==> src/rtl/pps_dds_pkg.sv <==
// rtl/pps_dds_pkg.sv - shared types, defaults and helpers for PPS-disciplined DDS control
//
// Contents:
//   state_t        : discipline FSM state encoding
//   DEF_*          : default rate/bound/threshold constants
//   CALC_W         : working width for wide signed arithmetic helpers
//   nominal_delta  : builds the nominal one-second PPS delta (2^frac_width)
//   sat32          : saturates a wide signed value to the signed 32-bit range
package pps_dds_pkg;

    typedef enum logic [1:0] {
        WAIT_FIRST = 2'd0,
        WAIT_PPS   = 2'd1,
        CHECK      = 2'd2,
        UPDATE     = 2'd3
    } state_t;

    localparam int          CALC_W           = 128;
    localparam logic [31:0] DEF_DDS_RATE     = 32'hd6bf94d6;
    localparam logic [31:0] DEF_DDS_MIN      = 32'hd0000000;
    localparam logic [31:0] DEF_DDS_MAX      = 32'hdfffffff;
    localparam logic [31:0] DEF_MAX_ERR      = 32'h01000000;
    localparam logic [31:0] DEF_LOCK_THRESH  = 32'h00001000;

    function automatic logic [CALC_W-1:0] nominal_delta(input int frac_width);
        return CALC_W'(1) << frac_width;
    endfunction

    function automatic logic [31:0] sat32(input logic signed [CALC_W-1:0] v);
        logic signed [CALC_W-1:0] lo;
        logic signed [CALC_W-1:0] hi;
        lo = {{(CALC_W-31){1'b1}}, 31'd0};
        hi = {{(CALC_W-31){1'b0}}, {31{1'b1}}};
        if (v < lo) begin
            return 32'h8000_0000;
        end else if (v > hi) begin
            return 32'h7fff_ffff;
        end else begin
            return v[31:0];
        end
    endfunction

endpackage

==> src/rtl/dds_rate_clamp.sv <==
// rtl/dds_rate_clamp.sv - combinational signed subtract-and-saturate of the DDS rate
//
// Ports:
//   rate      : current DDS rate (unsigned, DDS_WIDTH)
//   term      : signed correction term (DDS_WIDTH+2, two's complement)
//   rate_next : rate - term clamped to [DDS_MIN, DDS_MAX]
module dds_rate_clamp
    import pps_dds_pkg::*;
#(
    parameter int                   DDS_WIDTH = 32,
    parameter logic [DDS_WIDTH-1:0] DDS_MIN   = DEF_DDS_MIN,
    parameter logic [DDS_WIDTH-1:0] DDS_MAX   = DEF_DDS_MAX
) (
    input  logic [DDS_WIDTH-1:0] rate,
    input  logic [DDS_WIDTH+1:0] term,
    output logic [DDS_WIDTH-1:0] rate_next
);

    // Three extra bits: one for the sign of the zero-extended rate, two to
    // cover the full +/-2^(DDS_WIDTH+1) span of the term without overflow.
    localparam int DW = DDS_WIDTH + 3;

    logic signed [DW-1:0] diff;
    logic signed [DW-1:0] lo;
    logic signed [DW-1:0] hi;

    assign lo   = $signed({3'b000, DDS_MIN});
    assign hi   = $signed({3'b000, DDS_MAX});
    assign diff = $signed({3'b000, rate}) - DW'($signed(term));

    always_comb begin
        if (diff < lo) begin
            rate_next = DDS_MIN;
        end else if (diff > hi) begin
            rate_next = DDS_MAX;
        end else begin
            rate_next = diff[DDS_WIDTH-1:0];
        end
    end

endmodule

==> src/rtl/pps_dds_discipline.sv <==
// rtl/pps_dds_discipline.sv - PPS-disciplined DDS rate controller
//
// Ports:
//   clk, reset           : clock, synchronous active-high reset
//   time_pps, pps_valid  : PPS timestamp and its single-cycle qualifier
//   correction_mode      : 1 = dds follows the disciplined rate, 0 = dds holds
//   corr_shift           : proportional gain as arithmetic right shift of err
//   dds_load, dds_load_value : manual rate load (highest priority after reset)
//   dds                  : DDS increment to the accumulator
//   err_out, err_valid   : saturated signed interval error and its update pulse
//   locked               : lock indicator
//   outlier_cnt          : saturating count of rejected PPS intervals
module pps_dds_discipline
    import pps_dds_pkg::*;
#(
    parameter int                   TIMESTAMP_WIDTH  = 64,
    parameter int                   FRAC_WIDTH       = 32,
    parameter int                   DDS_WIDTH        = 32,
    parameter logic [DDS_WIDTH-1:0] DDS_RATE_DEFAULT = DEF_DDS_RATE,
    parameter logic [DDS_WIDTH-1:0] DDS_MIN          = DEF_DDS_MIN,
    parameter logic [DDS_WIDTH-1:0] DDS_MAX          = DEF_DDS_MAX,
    parameter logic [31:0]          MAX_ERR          = DEF_MAX_ERR,
    parameter logic [31:0]          LOCK_THRESH      = DEF_LOCK_THRESH,
    parameter int                   LOCK_COUNT       = 4
) (
    input  logic                       clk,
    input  logic                       reset,
    input  logic [TIMESTAMP_WIDTH-1:0] time_pps,
    input  logic                       pps_valid,
    input  logic                       correction_mode,
    input  logic [4:0]                 corr_shift,
    input  logic                       dds_load,
    input  logic [DDS_WIDTH-1:0]       dds_load_value,
    output logic [DDS_WIDTH-1:0]       dds,
    output logic [31:0]                err_out,
    output logic                       err_valid,
    output logic                       locked,
    output logic [7:0]                 outlier_cnt
);

    localparam int TW  = TIMESTAMP_WIDTH;
    localparam int LCW = $clog2(LOCK_COUNT + 1);
    localparam logic [TW-1:0] NOMINAL = TW'(nominal_delta(FRAC_WIDTH));

    state_t state;
    state_t state_next;

    logic capture_first;
    logic capture_delta;
    logic do_check;
    logic do_update;

    logic [TW-1:0]        prev_ts;
    logic [TW-1:0]        delta;
    logic signed [TW-1:0] err_now;
    logic [TW-1:0]        abs_now;
    logic                 outlier_now;

    logic signed [TW-1:0] err_reg;
    logic                 outlier_reg;
    logic                 lock_ok_reg;
    logic                 outlier_flag;
    logic [LCW-1:0]       lock_cnt;

    logic [DDS_WIDTH-1:0] dds_rate;
    logic [DDS_WIDTH+1:0] term;
    logic [DDS_WIDTH-1:0] rate_next;

    // State register
    always_ff @(posedge clk) begin
        if (reset) begin
            state <= WAIT_FIRST;
        end else begin
            state <= state_next;
        end
    end

    // Next-state logic; a manual load always forces re-acquisition
    always_comb begin
        state_next = state;
        if (dds_load) begin
            state_next = WAIT_FIRST;
        end else begin
            case (state)
                WAIT_FIRST: if (pps_valid) state_next = WAIT_PPS;
                WAIT_PPS:   if (pps_valid) state_next = CHECK;
                CHECK:      state_next = UPDATE;
                UPDATE:     state_next = (outlier_reg && outlier_flag) ? WAIT_FIRST : WAIT_PPS;
                default:    state_next = WAIT_FIRST;
            endcase
        end
    end

    // Per-state datapath enables
    always_comb begin
        capture_first = 1'b0;
        capture_delta = 1'b0;
        do_check      = 1'b0;
        do_update     = 1'b0;
        if (!dds_load) begin
            case (state)
                WAIT_FIRST: capture_first = pps_valid;
                WAIT_PPS:   capture_delta = pps_valid;
                CHECK:      do_check      = 1'b1;
                UPDATE:     do_update     = 1'b1;
                default:    ;
            endcase
        end
    end

    // Error against the nominal second; the magnitude of the most negative
    // value wraps, but that case always has delta's MSB set and is an outlier.
    assign err_now     = $signed(delta - NOMINAL);
    assign abs_now     = err_now[TW-1] ? $unsigned(-err_now) : $unsigned(err_now);
    assign outlier_now = (abs_now > TW'(MAX_ERR)) || delta[TW-1];

    assign term = (DDS_WIDTH + 2)'(err_reg >>> corr_shift);

    dds_rate_clamp #(
        .DDS_WIDTH (DDS_WIDTH),
        .DDS_MIN   (DDS_MIN),
        .DDS_MAX   (DDS_MAX)
    ) u_clamp (
        .rate      (dds_rate),
        .term      (term),
        .rate_next (rate_next)
    );

    always_ff @(posedge clk) begin
        if (reset) begin
            prev_ts      <= '0;
            delta        <= '0;
            err_reg      <= '0;
            outlier_reg  <= 1'b0;
            lock_ok_reg  <= 1'b0;
            outlier_flag <= 1'b0;
            lock_cnt     <= '0;
            dds_rate     <= DDS_RATE_DEFAULT;
            dds          <= DDS_RATE_DEFAULT;
            err_out      <= '0;
            err_valid    <= 1'b0;
            locked       <= 1'b0;
            outlier_cnt  <= '0;
        end else begin
            // err_out/err_valid are registered out of CHECK so they are
            // visible during the UPDATE cycle.
            err_valid <= do_check;

            if (capture_first) begin
                prev_ts <= time_pps;
            end
            if (capture_delta) begin
                delta   <= time_pps - prev_ts;
                prev_ts <= time_pps;
            end
            if (do_check) begin
                err_reg     <= err_now;
                outlier_reg <= outlier_now;
                lock_ok_reg <= (abs_now <= TW'(LOCK_THRESH));
                err_out     <= sat32(CALC_W'(err_now));
            end

            if (dds_load) begin
                dds_rate <= dds_load_value;
                locked   <= 1'b0;
                lock_cnt <= '0;
            end else if (do_update) begin
                if (outlier_reg) begin
                    if (outlier_cnt != 8'hff) begin
                        outlier_cnt <= outlier_cnt + 8'd1;
                    end
                    locked       <= 1'b0;
                    lock_cnt     <= '0;
                    // Second outlier in a row clears the flag as the FSM re-acquires.
                    outlier_flag <= !outlier_flag;
                end else begin
                    dds_rate     <= rate_next;
                    outlier_flag <= 1'b0;
                    if (lock_ok_reg) begin
                        if (lock_cnt != LCW'(LOCK_COUNT)) begin
                            lock_cnt <= lock_cnt + LCW'(1);
                        end
                        if (lock_cnt >= LCW'(LOCK_COUNT - 1)) begin
                            locked <= 1'b1;
                        end
                    end else begin
                        lock_cnt <= '0;
                        locked   <= 1'b0;
                    end
                end
            end

            if (correction_mode) begin
                dds <= dds_rate;
            end
        end
    end

endmodule

==> config.mk <==
export PLATFORM = sky130hd
export DESIGN_NAME = pps_dds_discipline
export DESIGN_NICKNAME = d
export VERILOG_FILES = /design/src/rtl/pps_dds_pkg.sv /design/src/rtl/dds_rate_clamp.sv /design/src/rtl/pps_dds_discipline.sv
export SDC_FILE = /design/constraint.sdc
export NUM_CORES = 1
export LEC_CHECK = 0
export CAP_MARGIN = 20
export CORE_UTILIZATION = 45
export CTS_CLUSTER_SIZE = 30
export DETAILED_ROUTE_END_ITERATION = 10
export MAX_ROUTING_LAYER = met4
export SYNTH_ARGS = -nofsm -noshare
export SYNTH_HDL_FRONTEND = slang
export SYNTH_HIERARCHICAL = 1
export SYNTH_SLANG_ARGS = --single-unit
export TNS_END_PERCENT = 50
==> constraint.sdc <==
create_clock -name clk -period 9.3 [get_ports clk]
set_input_delay 1.86 -clock clk [delete_from_list [all_inputs] [get_ports clk]]
set_output_delay 1.86 -clock clk [all_outputs]
set_load 0.02 [all_outputs]
==> key figures, run 1 <==
Status
  – Outcome: finished, final reports clean

Critical path
  – Stages on worst setup path: 22
  – Slowest stage cell, crit path: a21oi_4
  – Crit-path cells: buf_2 -> buf_4 -> mux2_2 -> o21ai_0 -> mux2i_1 -> a21oi_1 -> mux2i_1 -> ha_1 -> fa_1 -> nand2b_1 -> a21o_1 -> a21oi_2 -> o21ai_2 -> o31ai_2 -> o211ai_1 -> or4_4 -> a21oi_4 -> a31o_2 -> mux2i_1 -> nand2_1 -> o21ai_0 -> nand2_1
  – R2R depth: 13
  – Critical path class: in2reg
  – Buf/Inv on CP: 2
  – Largest fanout on the critical path: 39
  – CP Capture Type: flop
  – CP max stage delay: 0.66 ns
  – Startpoint Class: input port
  – Worst Path Arrival: 7.72 ns
  – Family with the most delay on the worst path: compound AO/OA/AOI/OAI gates
  – RR Endpoint: outlier_reg
  – Flop2flop setup slack: 3.48 ns
  – Cell mode on critical path: mux2i_1
  – RR Startpoint: delta[32]
  – Crit path required time: 9.80 ns

Global route
  – Antenna violations before repair: 1
  – Vias in the first global route: 21,763
  – Largest net degree at the start of global routing: 104
  – Grt ovf: 0
  – GRT Total Usage: 28.62%
  – First-pass GRT wire length: 120.0 mm

Clocking
  – Skew-Pair Late Insertion Delay: 0.57 ns
  – CTS tree: built
  – Cts hold-fix bufs: 0
  – Cts repair resizes: 0
  – CTS H-Tree Depth: 2
  – Clock Pin Slew Worst Setup and Hold Paths: 0.05 ns
  – Clock Sinks: 306
  – Root buf cell: clkbuf_16
  – # Post-CTS Setup Buffers: 0
  – Longest Clk Path Bufs: 3
  – CTS Buf Count: 38

Timing
  – Tmin final: 7.223 ns
  – Clk_skew: 0.01965 ns
  – Final hold vios: 0
  – WHS: 0.4513 ns
  – Highest clock rate: 138.5 MHz
  – Final Setup Violations: 0
  – Rel. slew slack: 28.61%
  – Setup tns final: 0 ns
  – Worst Tran Pin Value: 1.068 ns
  – Period utilization: 77.66%
  – Final Max Slew Viols: 0
  – Unrepaired setup endpoints after global routing: no

Power and ir drop
  – Leak: 10.18 nW
  – Power, Total: 4.366 mW
  – Power per cell area: 164.2 nW/um2
  – Worst VDD drop: 125.6 uV

Drt
  – ANT nets after route: 0
  – Drt wl/cell: 19.43 um
  – Final WL: 74.94 mm
  – DRT iter0 DRCs: 1,770
  – Drt pass-1 iters: 5
  – Vias per cell: 5.892
  – Via Count: 22,719
  – DRC: 0

Yosys
  – Synth top area share: 26.09%
  – Post-synth EDFFs: 0
  – Avg Cell Area, Syn: 7.513 um2
  – Sequential cell area fraction in the yosys report: 26.09%
  – Distinct cells, synth: 117
  – Area leader, netlist: dfxtp_1
  – Top FF cell, synth: dfxtp_1
  – Ys Warns: 6
  – Async SR Flop Fraction: 0%
  – Mapped Cells: 3,125
  – Flop and latch count out of synthesis: 306
  – Synthesized area: 23,480 um2
  – Synth area leaders: dfxtp_1 26%, nand2_1 9.6%, a21oi_1 6.9%

Final layout
  – Finished Cell Area: 26,590 um2
  – Filler cell count: 5,088
  – Non-filler cells, final: 3,856
  – Most frequent cells in the layout: 603 x nand2_1, 323 x a21oi_1, 306 x dfxtp_1
  – Layout Nets: 3,367
  – Commonest non-fill, non-tap cell in the layout: nand2_1
  – Fraction of layout instances using a drive strength above 1: 7.213%
  – P&R area growth vs syn: 13.26%

Floorplan
  – Die Y: 230.4 um
  – Cell Rows: 83
  – Die area: 53,090 um2
  – Core footprint: 51,410 um2
  – Die W: 230.4 um
  – Starting Density: 45.67%
  – I/O pin count: 180

Placement
  – GPL Wtd Cong: 0.9404
  – Placed cell areas: 25,350 um2
  – Placed cells: 3,792
  – Dpl hpwl: 57.14 mm
  – Port-buffer cells: 179

Min path
  – Min-delay src: prev_ts[14]
  – Hold crit path type: reg2reg
  – Min-Delay Endpoint: prev_ts[14]
  – Hold path cells: 2

Flow run
  – Max-cap violations: 0
-- worst max path at each step --
stage          slack, ns           from            to
2_1_floorplan       2.34  corr_shift[0]  dds_rate[11]
3_3_place_gp        1.64  corr_shift[1]   dds_rate[2]
3_5_place_dp        1.59  corr_shift[1]   dds_rate[2]
4_1_cts             2.14  corr_shift[1]   dds_rate[2]
5_1_grt             1.70  corr_shift[1]   dds_rate[2]
6_report            2.08  corr_shift[1]   dds_rate[2]
-- Yosys cell counts, types with 42 or more instances --
cell      number
nand2_1      603
a21oi_1      323
dfxtp_1      306
nor2_1       202
o21ai_0      151
clkbuf_1     150
inv_1        137
mux2i_1      121
ha_1         107
a21o_1        82
xnor2_1       65
a211oi_1      63
xor2_1        58
nand3_1       51
nor3_1        43
nand4_1       42
-- layout make-up --
type	instances	area, um2	share of cell area, %
multi-input combinational	2464	15900	59.79
sequential	306	6126	23.04
timing repair buffer	203	1951	7.335
clock buffer	51	1050	3.948
tap	680	850.8	3.200
inverter	139	521.8	1.962
clock inverter	12	190.2	0.7152
antenna	1	2.502	0.009410
-- cells by family after synthesis --
group                      count (synthesis)  synth area share (%)
xor gates and xnor gates                 125                 4.727
and+or+nand+nor                         1172                 24.10
buffers and inverters                    357                 6.294
adders and majority gates                109                 5.873
muxes                                    170                 9.235
AOI/OAI and AO/OA                        884                 23.65
DFF                                      306                 26.09
other                                      2               0.03199
-- power breakdown --
group	switching (mW)	internal [mW]
Clock	0.592	0.904
Sequential	0.0534	1.36
Combinational	0.910	0.547
Total	1.56	2.81
-- worst register-to-register path, cell delays in order, from the launching register on --
cell and delay (ns):
dfxtp_1 0.51, inv_1 0.17, ha_1 0.59, nor4b_2 0.63, nand4_1 0.28, o21a_1 0.29, nor4b_4 0.46, nor4b_2 0.38
a21oi_1 0.11, nor4_1 0.61, a31oi_1 0.15, o21ai_0 0.34, nor4b_2 0.92, a221oi_1 0.18
-- metrics by stage --
| stage | setup slack [ns] | util [%] |
|---|---|---|
| after global routing | 1.699 | 51.73 |
| final | 2.077 | 51.73 |
| after detailed placement | 1.588 | 49.31 |
| after floorplan | 2.339 | - |
| after global placement | 1.641 | 49.31 |
| after CTS | 2.141 | 51.72 |
-- metal layers --
metal	GRT usage (%)	wire length (um)
met1	40.00	35810
met2	44.04	33660
met3	2.717	3879
met4	7.430	1590
met5	-	0
No activity file was read; power rests on OpenSTA's default activity.
==> inputs of run 2 (changes only) <==
--- a/config.mk
+++ b/config.mk
@@ -10,6 +10,7 @@
 export CTS_CLUSTER_SIZE = 30
 export DETAILED_ROUTE_END_ITERATION = 10
 export MAX_ROUTING_LAYER = met4
+export PLACE_DENSITY = 0.67
 export SYNTH_ARGS = -nofsm -noshare
 export SYNTH_HDL_FRONTEND = slang
 export SYNTH_HIERARCHICAL = 1
==> constraint.sdc (replaced) <==
create_clock -name clk -period 5.9 [get_ports clk]
set_input_delay 1.18 -clock clk [delete_from_list [all_inputs] [get_ports clk]]
set_output_delay 1.18 -clock clk [all_outputs]
set_load 0.02 [all_outputs]
==> key figures, run 2 (synthesized netlist as in run 1, its figures left out) <==
Floorplan
  – Starting Density: 45.67% (unchanged)
  – Core footprint: 51,410 um2 (unchanged)
  – Die area: 53,090 um2 (unchanged)
  – Die Y: 230.4 um (unchanged)
  – I/O pin count: 180 (unchanged)
  – Die W: 230.4 um (unchanged)
  – Cell Rows: 83 (unchanged)

Global route
  – Antenna violations before repair: 0 (-1)
  – GRT Total Usage: 30.12% (+1.5 points)
  – First-pass GRT wire length: 124.5 mm (+3.7%)
  – Vias in the first global route: 22,236 (+2.2%)
  – Grt ovf: 0 (unchanged)
  – Largest net degree at the start of global routing: 96 (-7.7%)

Drt
  – Via Count: 23,395 (+3.0%)
  – DRC: 0 (unchanged)
  – DRT iter0 DRCs: 1,861 (+5.1%)
  – Vias per cell: 5.805 (-1.5%)
  – Final WL: 79.24 mm (+5.7%)
  – Drt pass-1 iters: 5 (unchanged)
  – ANT nets after route: 0 (unchanged)
  – Drt wl/cell: 19.66 um (+1.2%)

Critical path
  – RR Startpoint: err_reg[31]
  – Crit path required time: 6.32 ns (-3.48 ns)
  – Largest fanout on the critical path: 28 (-28%)
  – Worst Path Arrival: 6.01 ns (-1.71 ns)
  – CP Capture Type: flop
  – Startpoint Class: input port
  – Critical path class: in2reg
  – CP startpoint: corr_shift[2]

Power and ir drop
  – Sw Ratio: 34.80% (-0.83 points)
  – Worst VDD drop: 364.3 uV (+190%)
  – Leak: 11.10 nW (+9.0%)
  – Int Pwr: 4.699 mW (+67%)
  – Gate power share: 34.6% (+1.2 points)
  – P_sw: 2.509 mW (+61%)
  – Power per cell area: 256.5 nW/um2 (+56%)
  – Share of power burned in registers: 31.0% (-1.3 points)
  – Power, Total: 7.208 mW (+65%)
  – Power share of the clock group: 34.4% (about the same)

Placement
  – Port-buffer cells: 179 (unchanged)
  – Dpl hpwl: 60.98 mm (+6.7%)
  – Placed cells: 3,965 (+4.6%)
  – GPL Wtd Cong: 1.007 (+7.1%)

Flow run
  – Max-cap violations: 0 (unchanged)

Status
  – Outcome: finished, final reports clean

Clocking
  – Skew-Pair Late Insertion Delay: 0.58 ns (about the same)
  – Cts repair resizes: 0 (unchanged)
  – # Post-CTS Setup Buffers: 0 (unchanged)
  – Longest Clk Path Bufs: 3 (unchanged)
  – CTS tree: built
  – Cts hold-fix bufs: 0 (unchanged)
  – Root buf cell: clkbuf_16
  – Clock Sinks: 306 (unchanged)
  – CTS Buf Count: 37 (-2.6%)
  – CTS H-Tree Depth: 2 (unchanged)
  – Clock Pin Slew Worst Setup and Hold Paths: 0.06 ns (about the same)

Timing
  – Final hold vios: 0 (unchanged)
  – Worst Tran Pin Value: 0.9853 ns (-0.08274 ns)
  – Clk_skew: 0.03647 ns (+0.01681 ns)
  – Setup tns final: 0 ns (unchanged)
  – Tmin final: 5.589 ns
  – Rel. slew slack: 34.31% (+5.7 points)
  – Highest clock rate: 178.9 MHz
  – Unrepaired setup endpoints after global routing: no
  – Period utilization: 94.73%
  – Final Setup Violations: 0 (unchanged)
  – Final Max Slew Viols: 0 (unchanged)

Final layout
  – Most frequent cells in the layout: 603 x nand2_1, 321 x a21oi_1, 306 x dfxtp_1
  – Fraction of layout instances using a drive strength above 1: 12.27% (+5.1 points)
  – Layout Nets: 3,540 (+5.1%)
  – Non-filler cells, final: 4,030 (+4.5%)
  – Filler cell count: 4,952 (-2.7%)
  – P&R area growth vs syn: 19.70%
  – # diodes: 0 (-1)
  – Commonest non-fill, non-tap cell in the layout: nand2_1

Min path
  – Hold crit path type: reg2reg
  – Min-delay src: prev_ts[17]
[run 2: power by group through the flow]
stage                     Combinational (mW)  Sequential (mW)  Clock (mW)
after CTS                               2.45             2.23        2.53
after floorplan                         1.64             2.24           0
final                                   2.49             2.23        2.48
after global placement                  2.42             2.28           0
after detailed placement                2.44             2.28           0
after global routing                    2.70             2.24        2.61
[run 2: worst paths after layout]
| kind | end | slack, ns | cells after the start |
|---|---|---|---|
| max | dds_rate[2] | 0.31 | 28 |
| min reg2reg | prev_ts[17] | 0.45 | 2 |
| min | prev_ts[17] | 0.45 | 2 |
| max reg2reg | dds_rate[13] | 1.09 | 21 |
[run 2: metal layers]
layer / track usage, % / vias to the layer above / wire (um)
li1: - / 11505 / -
met1: 38.91 / 11039 / 35770
met2: 48.87 / 708 / 36910
met3: 3.286 / 143 / 3800
met4: 10.20 / 0 / 2758
met5: - / - / 0
[run 2: final cells by class]
class | instances | area (um2) | area share [%]
Clock buffer | 47 | 1033 | 3.677
Clock inverter | 17 | 304.0 | 1.082
Inverter | 139 | 521.8 | 1.857
Multi-Input combinational cell | 2464 | 15910 | 56.62
Sequential cell | 306 | 6126 | 21.80
Tap cell | 680 | 850.8 | 3.027
Timing Repair Buffer | 377 | 3354 | 11.94
[run 2: through the flow]
step / worst slack [ns] / hold slack, ns / instance area (um2) / utilization, %
floorplan: 0.06588 / 0.4334 / 23490 / -
global placement: -0.2573 / 0.4415 / 26730 / 52.01
detailed placement: -0.3475 / 0.4467 / 26730 / 52.01
CTS: 0.2069 / 0.4547 / 28070 / 54.61
global route: 0.001204 / 0.4643 / 28100 / 54.67
finish: 0.3108 / 0.4530 / 28100 / 54.67
[run 2: critical path, stage by stage]
cell	delay (ns)
clkdlybuf4s50_1	0.51
buf_12	0.14
inv_2	0.10
buf_4	0.19
nor3_1	0.23
o21bai_1	0.18
nand2_1	0.07
o21ai_0	0.08
nand2_1	0.06
o21ai_0	0.16
inv_1	0.20
ha_1	0.39
nand4_2	0.15
or3_1	0.41
a211oi_2	0.23
o31ai_2	0.14
a21oi_4	0.15
buf_4	0.13
nor3b_1	0.04
a211oi_1	0.24
buf_4	0.17
o211ai_4	0.08
buf_12	0.18
a31o_2	0.21
mux2i_1	0.12
nand2_1	0.06
o21ai_0	0.09
nand2_1	0.07
